==> src/rtl/jtframe_i2s_tx_if.sv <==
// Sample hand-off between an audio producer and jtframe_i2s_tx.
// The producer writes CH packed samples and observes the frame/flag pulses.
interface jtframe_i2s_tx_if #(
  parameter int DW = 16,
  parameter int CH = 2
);
  logic [CH*DW-1:0] din;
  logic             din_we;
  logic [1:0]       att;
  logic             frame_st;
  logic             urun;
  logic             ovr;

  modport master (
    output din, din_we, att,
    input  frame_st, urun, ovr
  );

  modport slave (
    input  din, din_we, att,
    output frame_st, urun, ovr
  );
endinterface

==> src/rtl/jtframe_i2s_tx.sv <==
// Parametrised I2S / left-justified / TDM serial audio transmitter.
// BCLK and LRCLK are divided down from clk; samples are sent MSB first per slot.
module jtframe_i2s_tx #(
  parameter int DW       = 16,
  parameter int CH       = 2,
  parameter int SLOTW    = 16,
  parameter int BCLK_DIV = 8,
  parameter int MODE     = 0
)(
  input  logic               clk,
  input  logic               rst,
  jtframe_i2s_tx_if.slave    aud,
  output logic               bclk,
  output logic               lrclk,
  output logic               sdata
);
  localparam int FW = CH*SLOTW;
  localparam int BW = $clog2(FW);
  localparam int CW = (BCLK_DIV > 2) ? $clog2(BCLK_DIV) : 1;
  localparam logic [CW-1:0] CNT_LAST = CW'(BCLK_DIV-1);
  localparam logic [BW-1:0] BIT_LAST = BW'(FW-1);

  function automatic logic [DW-1:0] attenuate(input logic [DW-1:0] smp, input logic [1:0] sh);
    return $signed(smp) >>> sh;
  endfunction

  // Slot 0 sits at the MSB end so the frame leaves the top of the shift register first.
  function automatic logic [FW-1:0] pack_frame(input logic [CH*DW-1:0] smp, input logic [1:0] sh);
    logic [FW-1:0] f;
    f = '0;
    for (int c = 0; c < CH; c++) begin
      f[FW-1-c*SLOTW -: DW] = attenuate(smp[c*DW +: DW], sh);
    end
    return f;
  endfunction

  logic [CW-1:0]    cnt_r;
  logic             bclk_r;
  logic [BW-1:0]    bitcnt_r;
  logic [FW-1:0]    sr_r;
  logic [CH*DW-1:0] hold_r;
  logic             dly_r, sdata_r, lrclk_r;
  logic             fresh_r, frame_st_r, urun_r, ovr_r;

  logic             fall_s, load_s, stream_s, lr_nxt_s;
  logic [BW-1:0]    bit_nxt_s;
  logic [CH*DW-1:0] src_s;
  logic [FW-1:0]    sr_nxt_s;

  // Tick decode, next bit position and next shift-register contents
  always_comb begin
    fall_s = (cnt_r == CNT_LAST) && bclk_r;
    load_s = fall_s && (bitcnt_r == BIT_LAST);
    if (bitcnt_r == BIT_LAST) begin
      bit_nxt_s = '0;
    end else begin
      bit_nxt_s = bitcnt_r + BW'(1);
    end
    // a write coinciding with the load goes straight into the frame
    if (aud.din_we) begin
      src_s = aud.din;
    end else begin
      src_s = hold_r;
    end
    // rotating is harmless: every frame is reloaded before a wrapped bit reaches the top
    if (load_s) begin
      sr_nxt_s = pack_frame(src_s, aud.att);
    end else begin
      sr_nxt_s = {sr_r[FW-2:0], sr_r[FW-1]};
    end
    stream_s = sr_nxt_s[FW-1];
    if (CH == 2) begin
      lr_nxt_s = (bit_nxt_s >= BW'(SLOTW));
    end else begin
      lr_nxt_s = (bit_nxt_s == '0);
    end
  end

  // BCLK divider
  always_ff @(posedge clk or posedge rst) begin
    if (rst) begin
      cnt_r  <= '0;
      bclk_r <= 1'b0;
    end else if (cnt_r == CNT_LAST) begin
      cnt_r  <= '0;
      bclk_r <= ~bclk_r;
    end else begin
      cnt_r  <= cnt_r + CW'(1);
    end
  end

  // Serialiser: bit counter, shift register, data and word-select on falling ticks
  always_ff @(posedge clk or posedge rst) begin
    if (rst) begin
      bitcnt_r <= BIT_LAST;
      sr_r     <= '0;
      dly_r    <= 1'b0;
      sdata_r  <= 1'b0;
      lrclk_r  <= 1'b0;
    end else if (fall_s) begin
      bitcnt_r <= bit_nxt_s;
      sr_r     <= sr_nxt_s;
      dly_r    <= stream_s;
      sdata_r  <= (MODE == 1) ? stream_s : dly_r;
      lrclk_r  <= lr_nxt_s;
    end
  end

  // Sample hand-off: hold register, freshness and status pulses
  always_ff @(posedge clk or posedge rst) begin
    if (rst) begin
      hold_r     <= '0;
      fresh_r    <= 1'b0;
      frame_st_r <= 1'b0;
      urun_r     <= 1'b0;
      ovr_r      <= 1'b0;
    end else begin
      frame_st_r <= load_s;
      urun_r     <= load_s && !fresh_r && !aud.din_we;
      ovr_r      <= aud.din_we && fresh_r && !load_s;
      if (aud.din_we) begin
        hold_r <= aud.din;
      end
      if (load_s) begin
        fresh_r <= 1'b0;
      end else if (aud.din_we) begin
        fresh_r <= 1'b1;
      end
    end
  end

  assign bclk         = bclk_r;
  assign lrclk        = lrclk_r;
  assign sdata        = sdata_r;
  assign aud.frame_st = frame_st_r;
  assign aud.urun     = urun_r;
  assign aud.ovr      = ovr_r;
endmodule

==> src/flat_wrapper.sv <==
// flat-port wrapper written by rule: the top's interface ports become plain ports
module jtframe_i2s_tx_flat 
#(
  parameter int DW       = 16,
  parameter int CH       = 2,
  parameter int SLOTW    = 16,
  parameter int BCLK_DIV = 8,
  parameter int MODE     = 0
)
  (clk, rst, bclk, lrclk, sdata, aud_din, aud_din_we, aud_att, aud_frame_st, aud_urun, aud_ovr);
  jtframe_i2s_tx_if #(.DW(DW), .CH(CH)) aud_i ();
  input  logic clk;
  input  logic rst;
  output logic bclk;
  output logic lrclk;
  output logic sdata;
  input wire logic [$bits(aud_i.din)-1:0] aud_din;
  input wire logic [$bits(aud_i.din_we)-1:0] aud_din_we;
  input wire logic [$bits(aud_i.att)-1:0] aud_att;
  output wire logic [$bits(aud_i.frame_st)-1:0] aud_frame_st;
  output wire logic [$bits(aud_i.urun)-1:0] aud_urun;
  output wire logic [$bits(aud_i.ovr)-1:0] aud_ovr;
  assign aud_i.din = aud_din;
  assign aud_i.din_we = aud_din_we;
  assign aud_i.att = aud_att;
  assign aud_frame_st = aud_i.frame_st;
  assign aud_urun = aud_i.urun;
  assign aud_ovr = aud_i.ovr;
  jtframe_i2s_tx #(.DW(DW), .CH(CH), .SLOTW(SLOTW), .BCLK_DIV(BCLK_DIV), .MODE(MODE)) u_core (.clk(clk), .rst(rst), .aud(aud_i), .bclk(bclk), .lrclk(lrclk), .sdata(sdata));
endmodule
==> config.mk <==
export PLATFORM = sky130hd
export DESIGN_NAME = jtframe_i2s_tx_flat
export DESIGN_NICKNAME = d
export VERILOG_FILES = /design/src/rtl/jtframe_i2s_tx_if.sv /design/src/rtl/jtframe_i2s_tx.sv /design/src/flat_wrapper.sv
export SDC_FILE = /design/constraint.sdc
export NUM_CORES = 1
export LEC_CHECK = 0
export BUFFER_PORTS_ARGS = -buffer_cell sky130_fd_sc_hd__buf_2
export CORE_MARGIN = 1
export CORE_UTILIZATION = 50
export CTS_CLUSTER_DIAMETER = 50
export DETAILED_ROUTE_END_ITERATION = 10
export GPL_ROUTABILITY_DRIVEN = 0
export PLACE_DENSITY = 0.72
export SYNTH_ARGS = -nofsm -noshare
export SYNTH_HDL_FRONTEND = slang
export SYNTH_SLANG_ARGS = --single-unit
==> constraint.sdc <==
create_clock -name clk -period 2.5 [get_ports clk]
set_input_delay 0.5 -clock clk [delete_from_list [all_inputs] [get_ports clk]]
set_output_delay 0.5 -clock clk [all_outputs]
set_load 0.01 [all_outputs]
# --- Yosys cells after proc, flatten, opt, wreduce, memory -nomap -nowiden ---
# Index checks and enable logic that the tools add are counted.
word_totals:
  out_inout_bits: 6
  input_bits: 37
  wordCells: 36
  register_bits: 80
op_classes:
  shifts: 2
  n_lt_le_gt_ge: 1
  n_reduce_logical: 10
  mux: 6
  n_addsub: 2
  bitwise: 1
  n_eq_ne: 2
op_table:
  columns: ["cell", "count"]
  rows:
  - ["$mux W32", 2]
  - ["$sshr A16 B2 Y16", 2]
  - ["$logic_and A1 B1 Y1", 6]
  - ["$add A5 B1 Y5 const B", 1]
  - ["$eq A5 B5 Y1 const B", 1]
  - ["$ge A5 B5 Y1 const B", 1]
  - ["$mux W5", 1]
  - ["$add A3 B1 Y3 const B", 1]
  - ["$eq A3 B3 Y1 const B", 1]
  - ["$logic_not A1 Y1", 3]
  - ["$mux W3", 1]
  - ["$mux W1", 2]
  - ["$reduce_bool A2 Y1", 1]
  - ["$not A1 Y1", 1]

# --- Logic depth before layout (Yosys ltp) ---
# Gate-level depths: netlist (run 1).
logic_depth:
  depth_word: 5
  ltp_mapped: 8
  mapped_depth_nobuf: 6

# --- Worst setup path after synthesis (run 1) ---
# OpenSTA, ideal clock, no wires.
synth_path:
  kind: "register -> register"
  start: "register u_core.bitcnt_r[0]"
  end: "register u_core.sr_r[3]"
  slack_ns: 0.689
  t_required_ns: 2.382
  setup_time_ns: 0.118
  path_stages_with_launch: 8
  arrival_ns: 1.693
  cell_sequence: "dfstp_2 > ha_1 > and3_1 > ha_1 > clkbuf_1 > nand2b_1 > a21oi_1 > a21o_1"
synth_via:
  elab_chain_cells: 3
synth_rtl:
  columns: ["item", "line_no", "text"]
  rows:
  - ["start: declaration", "jtframe_i2s_tx.sv:39", "logic [BW-1:0] bitcnt_r;"]
  - ["start signal: assignment", "jtframe_i2s_tx.sv:101", "bitcnt_r <= bit_nxt_s;"]
  - ["$eq A5 B5 Y1", "jtframe_i2s_tx.sv:53", "load_s = fall_s && (bitcnt_r == BIT_LAST);"]
  - ["$logic_and A1 B1 Y1", "jtframe_i2s_tx.sv:53", null]
  - ["$mux W32", "jtframe_i2s_tx.sv:66", "if (load_s) begin"]
  - ["end signal: assignment", "jtframe_i2s_tx.sv:102", "sr_r <= sr_nxt_s;"]
  - ["end: declaration", "jtframe_i2s_tx.sv:40", "logic [FW-1:0] sr_r;"]
# No other way between the ends.
# A chain may end at the register's enable or synchronous reset.

# --- Worst setup path after layout (run 1) ---
layout_path:
  start: "register u_core.bitcnt_r[0]"
  end: "register u_core.sr_r[13]"
# Same word-level chain as after synthesis.

==> results of run 1 <==
==> worst min-delay path: stages <==
cell and delay, ns:
buf_2 0.11, clkinvlp_4 0.07, buf_12 0.35
==> flip-flops by register name, summed over array words and instances, names as in the netlist <==
| name | count |
|---|---|
| u_core.cnt_r | 3 |
| u_core.hold_r | 32 |
| u_core.aud.frame_st | 1 |
| u_core.bitcnt_r | 5 |
| u_core.dly_r | 1 |
| u_core.sr_r | 31 |
| u_core.aud.urun | 1 |
| u_core.aud.ovr | 1 |
| u_core.fresh_r | 1 |
| u_core.sdata | 1 |
| u_core.lrclk | 1 |
| u_core.bclk | 1 |
==> final cells by class <==
type,count,share of cell area (%)
Timing Repair Buffer,62,7.53
Clock inverter,7,1.24
Sequential cell,79,38.5
Clock buffer,9,2.41
Multi-Input combinational cell,319,47.5
Tap cell,108,2.62
Inverter,2,0.219
==> through the flow <==
step,std cells,hold slack (ns)
after global routing,586,0.300
after CTS,586,0.272
after floorplan,442,0.403
after global placement,570,0.414
after detailed placement,570,0.425
final,586,0.258
==> routing by layer <==
| metal | part of all wire [%] | up-vias | global-route usage [%] |
|---|---|---|---|
| met5 | 0 | - | 0 |
| met4 | 1.1 | 0 | 8.50 |
| met3 | 6.1 | 9 | 2.84 |
| met2 | 47 | 142 | 35.4 |
| met1 | 46 | 1824 | 34.3 |
| li1 | - | 1716 | - |
==> power groups by stage <==
stage | Clock (W) | Sequential [W] | Combinational [W]
2_1_floorplan | 0 | 0.00145 | 0.000377
3_3_place_gp | 0 | 0.00147 | 0.000486
3_5_place_dp | 0 | 0.00147 | 0.000495
4_1_cts | 0.000950 | 0.00145 | 0.000497
5_1_grt | 0.00101 | 0.00146 | 0.000549
6_report | 0.000924 | 0.00145 | 0.000499
==> synthesized netlist by cell type, types with 5 or more instances <==
cell type | n | area share [%]
a21oi_1 | 80 | 8.6
dfrtp_1 | 74 | 40
mux2i_1 | 63 | 14
mux2_2 | 33 | 8.0
nand2b_1 | 30 | 4.0
a21o_1 | 22 | 3.5
a222oi_1 | 22 | 4.7
nand2_1 | 19 | 1.5
clkbuf_1 | 17 | 1.4
buf_2 | 16 | 1.7
nor2_1 | 11 | 0.89
dfstp_2 | 5 | 2.8
==> worst max-delay path by stage <==
stage                                              to  cells past startpoint                      startpoint
final                     u_core.sr_r[13]$_DFFE_PP0N_                      8  u_core.bitcnt_r[0]$_DFFE_PP1N_
after global routing      u_core.sr_r[13]$_DFFE_PP0N_                      8  u_core.bitcnt_r[0]$_DFFE_PP1N_
after CTS                 u_core.sr_r[29]$_DFFE_PP0N_                      8  u_core.bitcnt_r[0]$_DFFE_PP1N_
after detailed placement  u_core.sr_r[29]$_DFFE_PP0N_                      8  u_core.bitcnt_r[0]$_DFFE_PP1N_
after global placement    u_core.sr_r[29]$_DFFE_PP0N_                      8  u_core.bitcnt_r[0]$_DFFE_PP1N_
after floorplan            u_core.sr_r[3]$_DFFE_PP0N_                      7  u_core.bitcnt_r[0]$_DFFE_PP1N_
==> cells by family (layout without fill, tap and decap cells) <==
group	count (synthesis)	in the layout	share of synthesized area, %
flops	79	79	42.5
buf+inv	44	80	5.10
mux	100	100	23.4
xor+xnor	2	2	0.376
compound gates	139	139	19.3
fa+ha+maj	4	4	1.07
simple gates	74	74	8.26
==> key figures, run 1 <==
Final layout
  • Register area: approximately 2000 um^2
  • Most frequent cells in the layout: a21oi_1 (80), dfrtp_1 (74), mux2i_1 (63), buf_2 (41), mux2_2 (33)
  • Multi-input gate area: between 2000 and 2500 um^2
  • Design area: approximately 5000 um^2
  • # fillers: approximately 790
  • # diodes: 0
  • Post-layout util: 57.9%
  • Layout cell share with drive strength beyond 1: approximately a quarter
  • Final net count: around 510
  • Commonest non-fill, non-tap cell in the layout: a21oi_1
  • Synth-to-layout area growth: 10.4%

Clocking
  • Worst-Skew Late Latency: ~0.35 ns
  • Post-CTS setup buffers: 0
  • Clock-pin slew on the worst setup and hold paths: 0.08 ns
  • Total CTS buffers: 9
  • Maximum clock insertion buffer count: 2
  • Root Driver: clkbuf_8
  • Hold Buf Count CTS: 0
  • CTS H-tree lvls: 3
  • CTS resizes: 0
  • Sink Count: 79
  • CTS tree: built

Placement
  • Placed Area: between 4000 and 5000 um^2
  • Port bufs: between 40 and 50
  • Final HPWL DP: between 6000 and 7000 um
  • Setup WS pre-CTS: ~0.48 ns

Pwr
  • PD cells: around 560 nW/um^2
  • Sw Share: approximately 28%
  • Int Pwr: 0.00207 W
  • P_leak: 2.49 nW
  • Sequential power share: between 50% and 60%
  • Clock power frac: roughly 32%
  • Logic pwr share: ~17%
  • Sw power: about 0.0008 W
  • Final Power: 0.00287 W
  • VDD IR max: between 0.0002 and 0.00025 V

Global route
  • Initial antenna violation count: 0
  • Vias in the first global route: around 3.6k
  • First-pass GRT wire length: ~18000 um
  • Global route overflow: 0
  • Largest net degree at the start of global routing: 80
  • Overall Global Routing Usage: 23.3%

Routing
  • Drt pass-1 iters: 6
  • Avg WL per Cell: between 15 and 20 um
  • DRC: 0
  • Drt via density: between 6 and 7
  • Routed WL: 10600 um
  • 1st-iter DRT viols: 379
  • ANT nets after route: 0
  • DR vias: approximately 3.7k

Timing
  • Setup ws final: 0.409 ns
  • Setup_tns: 0 ns
  • Crit path time final: 2.09 ns
  • Unrepaired setup endpoints after global routing: no
  • Finish-stage setup viols: 0
  • Final Hold Viols: 0
  • Max Clock Skew: around 0.0096 ns
  • Max transition margin: approximately 63%
  • Achievable Freq: around 480 MHz
  • Least-Margin Pin Slew: 0.560 ns
  • Slew Limit Fails: 0
  • Fin crit share: between 80% and 90%

Logic synthesis
  • Synth Flop Type: dfrtp_1
  • Post-Syn Instances: 442
  • Mapped Avg Cell Area: 10.6 um^2
  • Async SR Flop Fraction: 100%
  • Synth warn: 0
  • Post-synth EDFFs: 0
  • Post-synthesis sequential area ratio: 42.5%
  • Mapped Nets: ~480
  • Synth unique cells: 33
  • Synthesized area: approximately 4700 um^2
  • Seq cells post-synth: slightly below 80

Setup path
  • Critical path's slowest cell: dfstp_2
  • Reg-to-reg endpoint: u_core.sr_r[13]$_DFFE_PP0N_
  • Cell family with most CP delay: flip-flops
  • Worst R2R Setup Slack: 0.41 ns
  • WP buf/inv: 2
  • Crit path cell chain: ha_1 -> and3_1 -> ha_1 -> buf_4 -> nand3_1 -> buf_4 -> a21oi_1 -> a221oi_1
  • CP Class: reg2reg
  • CP Max Fanout: 19
  • CP required: around 2.7 ns
  • Worst reg2reg startpoint: u_core.bitcnt_r[0]$_DFFE_PP1N_
  • Crit path DAT: between 2 and 2.5 ns
  • Worst path max stage delay: between 0.5 and 0.6 ns
  • Crit path launch type: flop
  • Cell depth of the worst flop-to-flop path: 8
  • Worst Setup End Kind: flop

Floorplanning
  • Die Area: around 9700 um^2
  • Die height: 98.6 um
  • Core ar.: between 8000 and 9000 um^2
  • Cell Rows: 34
  • Horiz. Die Dim: 98.6 um
  • Initial Util: 52.5%
  • I/O Pins: 43

Run
  • # Max-Cap Violations: 0

Worst hold path
  • Hold Path Class: in2async

Outcome
  • Status: complete, no violations
(Power assumes the default switching activity.)
==> inputs of run 2 (changes only) <==
--- a/config.mk
+++ b/config.mk
@@ -5,6 +5,7 @@
 export SDC_FILE = /design/constraint.sdc
 export NUM_CORES = 1
 export LEC_CHECK = 0
+export ABC_AREA = 1
 export BUFFER_PORTS_ARGS = -buffer_cell sky130_fd_sc_hd__buf_2
 export CORE_MARGIN = 1
 export CORE_UTILIZATION = 50
==> constraint.sdc (replaced) <==
create_clock -name clk -period 1.7 [get_ports clk]
set_input_delay 0.34 -clock clk [delete_from_list [all_inputs] [get_ports clk]]
set_output_delay 0.34 -clock clk [all_outputs]
set_load 0.01 [all_outputs]
==> key figures, run 2 <==
Timing
  • Unrepaired setup endpoints after global routing: yes
  • Slew Limit Fails: 0 (unchanged)
  • Max transition margin: 60.6% (-2.1 points)
  • Least-Margin Pin Slew: 0.592 ns (+0.0320 ns)
  • Finish-stage setup viols: 2 (+2)
  • Fin crit share: 102% (+18 points)
  • Crit path time final: 1.73 ns (-0.364 ns)
  • Setup_tns: -0.0376 ns (-0.0376 ns)
  • Achievable Freq: 579 MHz (+21%)
  • Max Clock Skew: 0.0135 ns (+0.00387 ns)
  • Setup ws final: -0.0264 ns (-0.436 ns)
  • Final Hold Viols: 0 (unchanged)

Clocking
  • CTS H-tree lvls: 3 (unchanged)
  • Sink Count: 79 (unchanged)
  • Worst-Skew Late Latency: 0.35 ns (about the same)
  • Hold Buf Count CTS: 0 (unchanged)
  • Clock-pin slew on the worst setup and hold paths: 0.08 ns (about the same)
  • Total CTS buffers: 9 (unchanged)
  • CTS tree: built
  • Maximum clock insertion buffer count: 2 (unchanged)
  • Root Driver: clkbuf_8

Logic synthesis
  • Synth unique cells: 26 (-21%)
  • Top post-synthesis cells by count: nand2_1 (175), nand3_1 (113), dfrtp_1 (74), a21oi_1 (52), nor2_1 (34)
  • Area share of the largest cell type after synthesis: 45.0% (+5.3 points)
  • Synthesized area: 4120 um^2 (-12%)
  • Area leader, netlist: dfrtp_1
  • Synth Flop Type: dfrtp_1
  • Post-synthesis sequential area ratio: 48.2% (+5.6 points)
  • Async SR Flop Fraction: 100% (unchanged)
  • Synth warn: 0 (unchanged)
  • Post-Syn Instances: 538 (+22%)
  • Seq cells post-synth: 79 (unchanged)
  • Most common cell in the synthesized netlist: nand2_1
  • Mapped Nets: 579 (+20%)
  • Mapped Avg Cell Area: 7.65 um^2 (-27%)
  • Largest cells by area after synthesis: dfrtp_1 (45%), nand2_1 (16%), nand3_1 (14%)
  • Post-synth EDFFs: 0 (unchanged)

Final layout
  • Most flop-heavy register: u_core.hold_r
  • Synth-to-layout area growth: 16.1%
  • Non-Filler Instances: 696 (+19%)
  • # diodes: 0 (unchanged)
  • Design area: 4780 um^2 (-7.1%)
  • Biggest regs: u_core.hold_r: 32 flops, u_core.sr_r: 31 flops, u_core.bitcnt_r: 5 flops
  • Final net count: 630 (+23%)
  • Commonest non-fill, non-tap cell in the layout: nand2_1
  • Most frequent cells in the layout: nand2_1 (172), nand3_1 (113), dfrtp_1 (74), a21oi_1 (45), buf_2 (42)
  • Post-layout util: 60.9% (+3.0 points)
  • Layout cell share with drive strength beyond 1: 21.0% (-5.5 points)
  • Max reg flops: 32 (unchanged)

Global route
  • Vias in the first global route: 3548 (-1.4%)
  • Largest net degree at the start of global routing: 47 (-41%)
  • First-pass GRT wire length: 15800 um (-12%)
  • Overall Global Routing Usage: 23.0% (-0.22 points)
  • Global route overflow: 0 (unchanged)
  • Initial antenna violation count: 0 (unchanged)

Routing
  • Avg WL per Cell: 13.0 um (-28%)
  • ANT nets after route: 0 (unchanged)
  • Drt via density: 5.31 (-16%)
  • DR vias: 3693 (+0.054%)
  • Drt pass-1 iters: 5 (-1)
  • 1st-iter DRT viols: 197 (-48%)
  • DRC: 0 (unchanged)
  • Routed WL: 9040 um (-14%)

Floorplanning
  • Die height: 92.8 um (-5.9%)
  • Cell Rows: 32 (-5.9%)
  • Horiz. Die Dim: 92.8 um (-5.9%)
  • Core ar.: 7850 um^2 (-12%)
  • I/O Pins: 43 (unchanged)
  • Initial Util: 52.5% (about the same)
  • Die Area: 8600 um^2 (-11%)

Setup path
  • Worst Setup End Kind: flop
  • WP buf/inv: 2 (unchanged)
  • CP Max Fanout: 4 (-15)
  • Crit path cell chain: ha_4 -> nand2_4 -> nor2_4 -> ha_4 -> inv_4 -> nor2_4 -> inv_2 -> a21oi_2 -> nand2_1 -> o211ai_1 -> nand2_1
  • Critical path's slowest cell: dfstp_2
  • Cell family with most CP delay: flip-flops
  • Crit path launch type: flop
  • CP required: 1.92 ns (-0.79 ns)
  • Crit path DAT: 1.95 ns (-0.35 ns)
  • CP Class: reg2reg
  • Worst path max stage delay: 0.56 ns (about the same)

Run
  • # Max-Cap Violations: 0 (unchanged)

Placement
  • Port bufs: 42 (unchanged)
  • Placed Area: 4440 um^2 (-11%)
  • Inst Count DP: 672 (+18%)
  • Setup WS pre-CTS: -0.0350 ns (-0.518 ns)
  • Final HPWL DP: 6280 um (-10%)

Outcome
  • Status: finished with violations
  • Failing checks: setup timing

Pwr
  • PD cells: 805 nW/um^2 (+44%)
  • VDD IR max: 0.000422 V (+87%)
  • P_leak: 2.29 nW (-8.2%)

Worst hold path
  • Hold Path Class: in2async
## run 2: cell types whose count changed after synthesis, sizes merged, moves of 16 or more
cell / before / now
nor2: 12 / 35
nand3: 3 / 113
mux2i: 63 / 0
a222oi: 22 / 0
a21o: 22 / 0
a21oi: 80 / 53
inv: 2 / 18
nand2: 19 / 187
nand2b: 30 / 0
mux2: 33 / 0
## run 2: logic make-up after synthesis
| family | count (synthesis) | synth area share [%] |
|---|---|---|
| fa+ha+maj | 4 | 1.22 |
| simple gates | 343 | 35.9 |
| compound gates | 60 | 7.66 |
| flops | 79 | 48.2 |
| buf+inv | 52 | 7.05 |
## run 2: per-stage QoR
| step | power, W | hold slack, ns |
|---|---|---|
| final | 0.00385 | 0.106 |
| after detailed placement | 0.00248 | 0.420 |
| after global routing | 0.00405 | 0.155 |
| after global placement | 0.00247 | 0.418 |
| after floorplan | 0.00236 | 0.403 |
| after CTS | 0.00389 | 0.114 |
## run 2: repair_timing
action / 4_1_cts / 5_1_grt
setup buffers: 6 / 4
endpoints found under the setup margin: 6 / 37
pin swaps: 9 / 8
resized for setup: 4 / 17
endpoints found under the hold margin: 0 / 0
## run 2: worst min-delay path, cell delays in order
cell and delay (ns):
buf_2 0.11, clkinvlp_4 0.06, buf_4 0.37
## run 2: worst paths after layout
path	slack, ns	end	cells after the start	startpoint
max	-0.03	u_core.sr_r[30]$_DFFE_PP0N_	11	u_core.bitcnt_r[0]$_DFFE_PP1N_
min	0.11	u_core.cnt_r[1]$_DFF_PP0_	3	rst
max reg2reg	-0.03	u_core.sr_r[30]$_DFFE_PP0N_	11	u_core.bitcnt_r[0]$_DFFE_PP1N_
min reg2reg	0.44	u_core.cnt_r[0]$_DFF_PP0_	1	u_core.cnt_r[0]$_DFF_PP0_
max in group asynchronous	1.12	u_core.fresh_r$_DFFE_PP0P_	3	rst
min in group clk	0.24	u_core.hold_r[9]$_DFF_PP0_	3	aud_din[9]
## run 2: cell type report
type,count,area [um^2]
clock buffers,12,155
multi-input cells,407,1930
well taps,102,128
inverters,19,85.1
clock inverters,4,45.0
flip-flops and latches,79,1980
repair buffers,73,455
fillers,732,3070
## run 2: power breakdown
| group | internal, W | total [W] | switching (W) |
|---|---|---|---|
| clock network | 0.000752 | 0.00141 | 0.000654 |
| registers | 0.00195 | 0.00197 | 0.0000232 |
| logic | 0.000165 | 0.000471 | 0.000305 |
| total | 0.00286 | 0.00385 | 0.000982 |
## run 2: per-layer routing
metal  share of wire, %  GRT usage [%]  up-vias
met5                  0              0        -
met3                4.5           3.20       10
met1                 45           29.7     1733
met2                 49           39.4       87
li1                   -              -     1863
met4                1.3           8.46        0
==> inputs of run 3 (changes only) <==
==> constraint.sdc (replaced) <==
create_clock -name clk -period 1.55 [get_ports clk]
set_input_delay 0.31 -clock clk [delete_from_list [all_inputs] [get_ports clk]]
set_output_delay 0.31 -clock clk [all_outputs]
set_load 0.01 [all_outputs]
==> key figures, run 3 (same netlist as run 2, synthesis figures left out) <==
Placement
  • Port bufs: 42 (unchanged)
  • Final HPWL DP: 5990 um (-4.7%)
  • Placed Area: 4490 um^2 (+1.2%)

Routing
  • Drt via density: 5.31 (+0.10%)
  • Drt pass-1 iters: 4 (-1)
  • ANT nets after route: 0 (unchanged)
  • Routed WL: 9190 um (+1.6%)
  • 1st-iter DRT viols: 144 (-27%)
  • DR vias: 3665 (-0.76%)
  • DRC: 0 (unchanged)
  • Avg WL per Cell: 13.3 um (+2.5%)

Floorplanning
  • Cell Rows: 32 (unchanged)
  • Core ar.: 7850 um^2 (unchanged)
  • Initial Util: 52.5% (unchanged)
  • I/O Pins: 43 (unchanged)
  • Horiz. Die Dim: 92.8 um (unchanged)
  • Die height: 92.8 um (unchanged)
  • Die Area: 8600 um^2 (unchanged)

Timing
  • Unrepaired setup endpoints after global routing: yes
  • Final Hold Viols: 0 (unchanged)
  • Fin crit share: 115% (+13 points)
  • Setup_tns: -5.85 ns (-5.81 ns)
  • Setup ws final: -0.230 ns (-0.203 ns)
  • Achievable Freq: 562 MHz (-3.0%)
  • Crit path time final: 1.78 ns (+0.0534 ns)
  • Hold slack: 0.0533 ns (-0.0526 ns)
  • Least-Margin Pin Slew: 0.435 ns (-0.156 ns)
  • Max transition margin: 71.0% (+10 points)
  • Max Clock Skew: 0.00556 ns (-0.00791 ns)
  • Finish-stage setup viols: 38 (+36)
  • Slew Limit Fails: 0 (unchanged)

Pwr
  • Int Pwr: 0.00329 W (+15%)
  • Sw Share: 24.9% (-0.61 points)
  • Sw power: 0.00109 W (+11%)
  • Clock power frac: 38.6% (+2.0 points)
  • PD cells: 894 nW/um^2 (+11%)
  • Final Power: 0.00438 W (+14%)
  • VDD IR max: 0.000553 V (+31%)
  • Sequential power share: 49.2% (-2.0 points)
  • Logic pwr share: 12.2% (about the same)
  • P_leak: 2.33 nW (+1.8%)

Setup path
  • Worst reg2reg startpoint: u_core.bitcnt_r[1]$_DFFE_PP1N_
  • CP Class: reg2reg
  • Worst path max stage delay: 0.56 ns (about the same)
  • CP Max Fanout: 7 (+3)
  • Cell family with most CP delay: flip-flops
  • Crit path DAT: 2.02 ns (+0.07 ns)
  • Cell depth of the worst flop-to-flop path: 11 (unchanged)
  • Reg-to-reg endpoint: u_core.sr_r[0]$_DFFE_PP0N_
  • Worst R2R Setup Slack: -0.23 ns (-0.20 ns)
  • Crit path cell chain: ha_4 -> nand2_2 -> nor2_1 -> ha_2 -> buf_4 -> buf_6 -> buf_6 -> buf_8 -> nor2_2 -> a21oi_1 -> nand2_1
  • Critical path's slowest cell: dfstp_2
  • Crit path launch type: flop
  • Worst Setup End Kind: flop
  • CP required: 1.79 ns (-0.13 ns)
  • WP buf/inv: 4 (+2)
  • CP most frequent cell: buf_6

Global route
  • Initial antenna violation count: 0 (unchanged)
  • Largest net degree at the start of global routing: 80 (+70%)
  • Vias in the first global route: 3486 (-1.7%)
  • Overall Global Routing Usage: 22.6% (-0.47 points)
  • Global route overflow: 0 (unchanged)
  • First-pass GRT wire length: 15500 um (-1.9%)

Final layout
  • Most flop-heavy register: u_core.hold_r
  • Max reg flops: 32 (unchanged)
  • Commonest non-fill, non-tap cell in the layout: nand2_1
  • Final net count: 624 (-0.95%)
  • Layout cell share with drive strength beyond 1: 23.1% (+2.1 points)
  • Biggest regs: u_core.hold_r: 32 flops, u_core.sr_r: 31 flops, u_core.bitcnt_r: 5 flops
  • Most frequent cells in the layout: nand2_1 (173), nand3_1 (111), dfrtp_1 (74), buf_2 (42), a21oi_1 (33)
  • Design area: 4900 um^2 (+2.6%)
  • Post-layout util: 62.5% (+1.6 points)
  • # diodes: 0 (unchanged)
  • Synth-to-layout area growth: 19.1%

Clocking
  • Worst-Skew Late Latency: 0.35 ns (about the same)
  • Hold Buf Count CTS: 0 (unchanged)
  • CTS H-tree lvls: 3 (unchanged)
  • CTS tree: built
  • Root Driver: clkbuf_8
  • Total CTS buffers: 9 (unchanged)
  • Sink Count: 79 (unchanged)
  • Clock-pin slew on the worst setup and hold paths: 0.08 ns (about the same)
  • Maximum clock insertion buffer count: 2 (unchanged)

Outcome
  • Failing checks: setup timing
  • Status: finished with violations

Run
  • # Max-Cap Violations: 0 (unchanged)

Worst hold path
  • Hold Path Class: in2async
## run 3: changes by cell type in the layout (fill, tap and decap cells not counted), moves of 2 or more
cell	change
a21oi_1	-12
a21oi_2	+12
buf_12	+6
buf_4	-17
buf_6	+4
clkbuf_8	+3
clkinv_2	-2
inv_2	+2
nand3_1	-2
nand3_2	+2
## run 3: worst register-to-register path: stages (launching register included)
cell	delay [ns]
dfstp_2	0.56
ha_4	0.14
nand2_2	0.05
nor2_1	0.11
ha_2	0.20
buf_4	0.11
buf_6	0.08
buf_6	0.08
buf_8	0.12
nor2_2	0.05
a21oi_1	0.10
nand2_1	0.05
## run 3: routing by layer
layer / wire length [um] / track usage, % / vias to the layer above
li1: - / - / 1850
met1: 4180 / 28.5 / 1725
met2: 4510 / 39.0 / 81
met3: 366 / 3.12 / 9
met4: 130 / 8.97 / 0
met5: 0 / 0 / -
## run 3: cell type report
| cell class | instances | area [um^2] |
|---|---|---|
| inverters | 19 | 82.6 |
| repair buffers | 67 | 508 |
| well taps | 102 | 128 |
| multi-input cells | 407 | 1970 |
| fillers | 714 | 2940 |
| clock inverters | 2 | 35.0 |
| flip-flops and latches | 79 | 1980 |
| clock buffers | 14 | 193 |
## run 3: what timing repair did
action	CTS	global route
gates resized for setup	13	28
setup endpoints to repair	38	40
pin swaps	9	8
buffers inserted	1	4
## run 3: through the flow
step,worst slack (ns),cells
final,-0.230,690
after global routing,-0.331,690
after CTS,-0.157,686
after detailed placement,-0.195,669
after global placement,-0.133,669
after floorplan,-0.191,538
## run 3: worst max-delay path by stage
stage                                       end  cells after the start                           start  slack [ns]
floorplan           u_core.sr_r[22]$_DFFE_PP0N_                     10  u_core.bitcnt_r[0]$_DFFE_PP1N_       -0.19
global placement    u_core.sr_r[30]$_DFFE_PP0N_                     11  u_core.bitcnt_r[0]$_DFFE_PP1N_       -0.13
detailed placement  u_core.sr_r[30]$_DFFE_PP0N_                     11  u_core.bitcnt_r[0]$_DFFE_PP1N_       -0.20
CTS                 u_core.sr_r[30]$_DFFE_PP0N_                     11  u_core.bitcnt_r[1]$_DFFE_PP1N_       -0.16
global route        u_core.sr_r[30]$_DFFE_PP0N_                     11  u_core.bitcnt_r[1]$_DFFE_PP1N_       -0.33
finish               u_core.sr_r[0]$_DFFE_PP0N_                     11  u_core.bitcnt_r[1]$_DFFE_PP1N_       -0.23
## run 3: power groups by stage
stage               logic [W]  registers, W  clock network, W
floorplan            0.000394       0.00219                 0
global placement     0.000527       0.00220                 0
detailed placement   0.000536       0.00220                 0
CTS                  0.000538       0.00216           0.00174
global route         0.000613       0.00216           0.00182
finish               0.000536       0.00216           0.00169
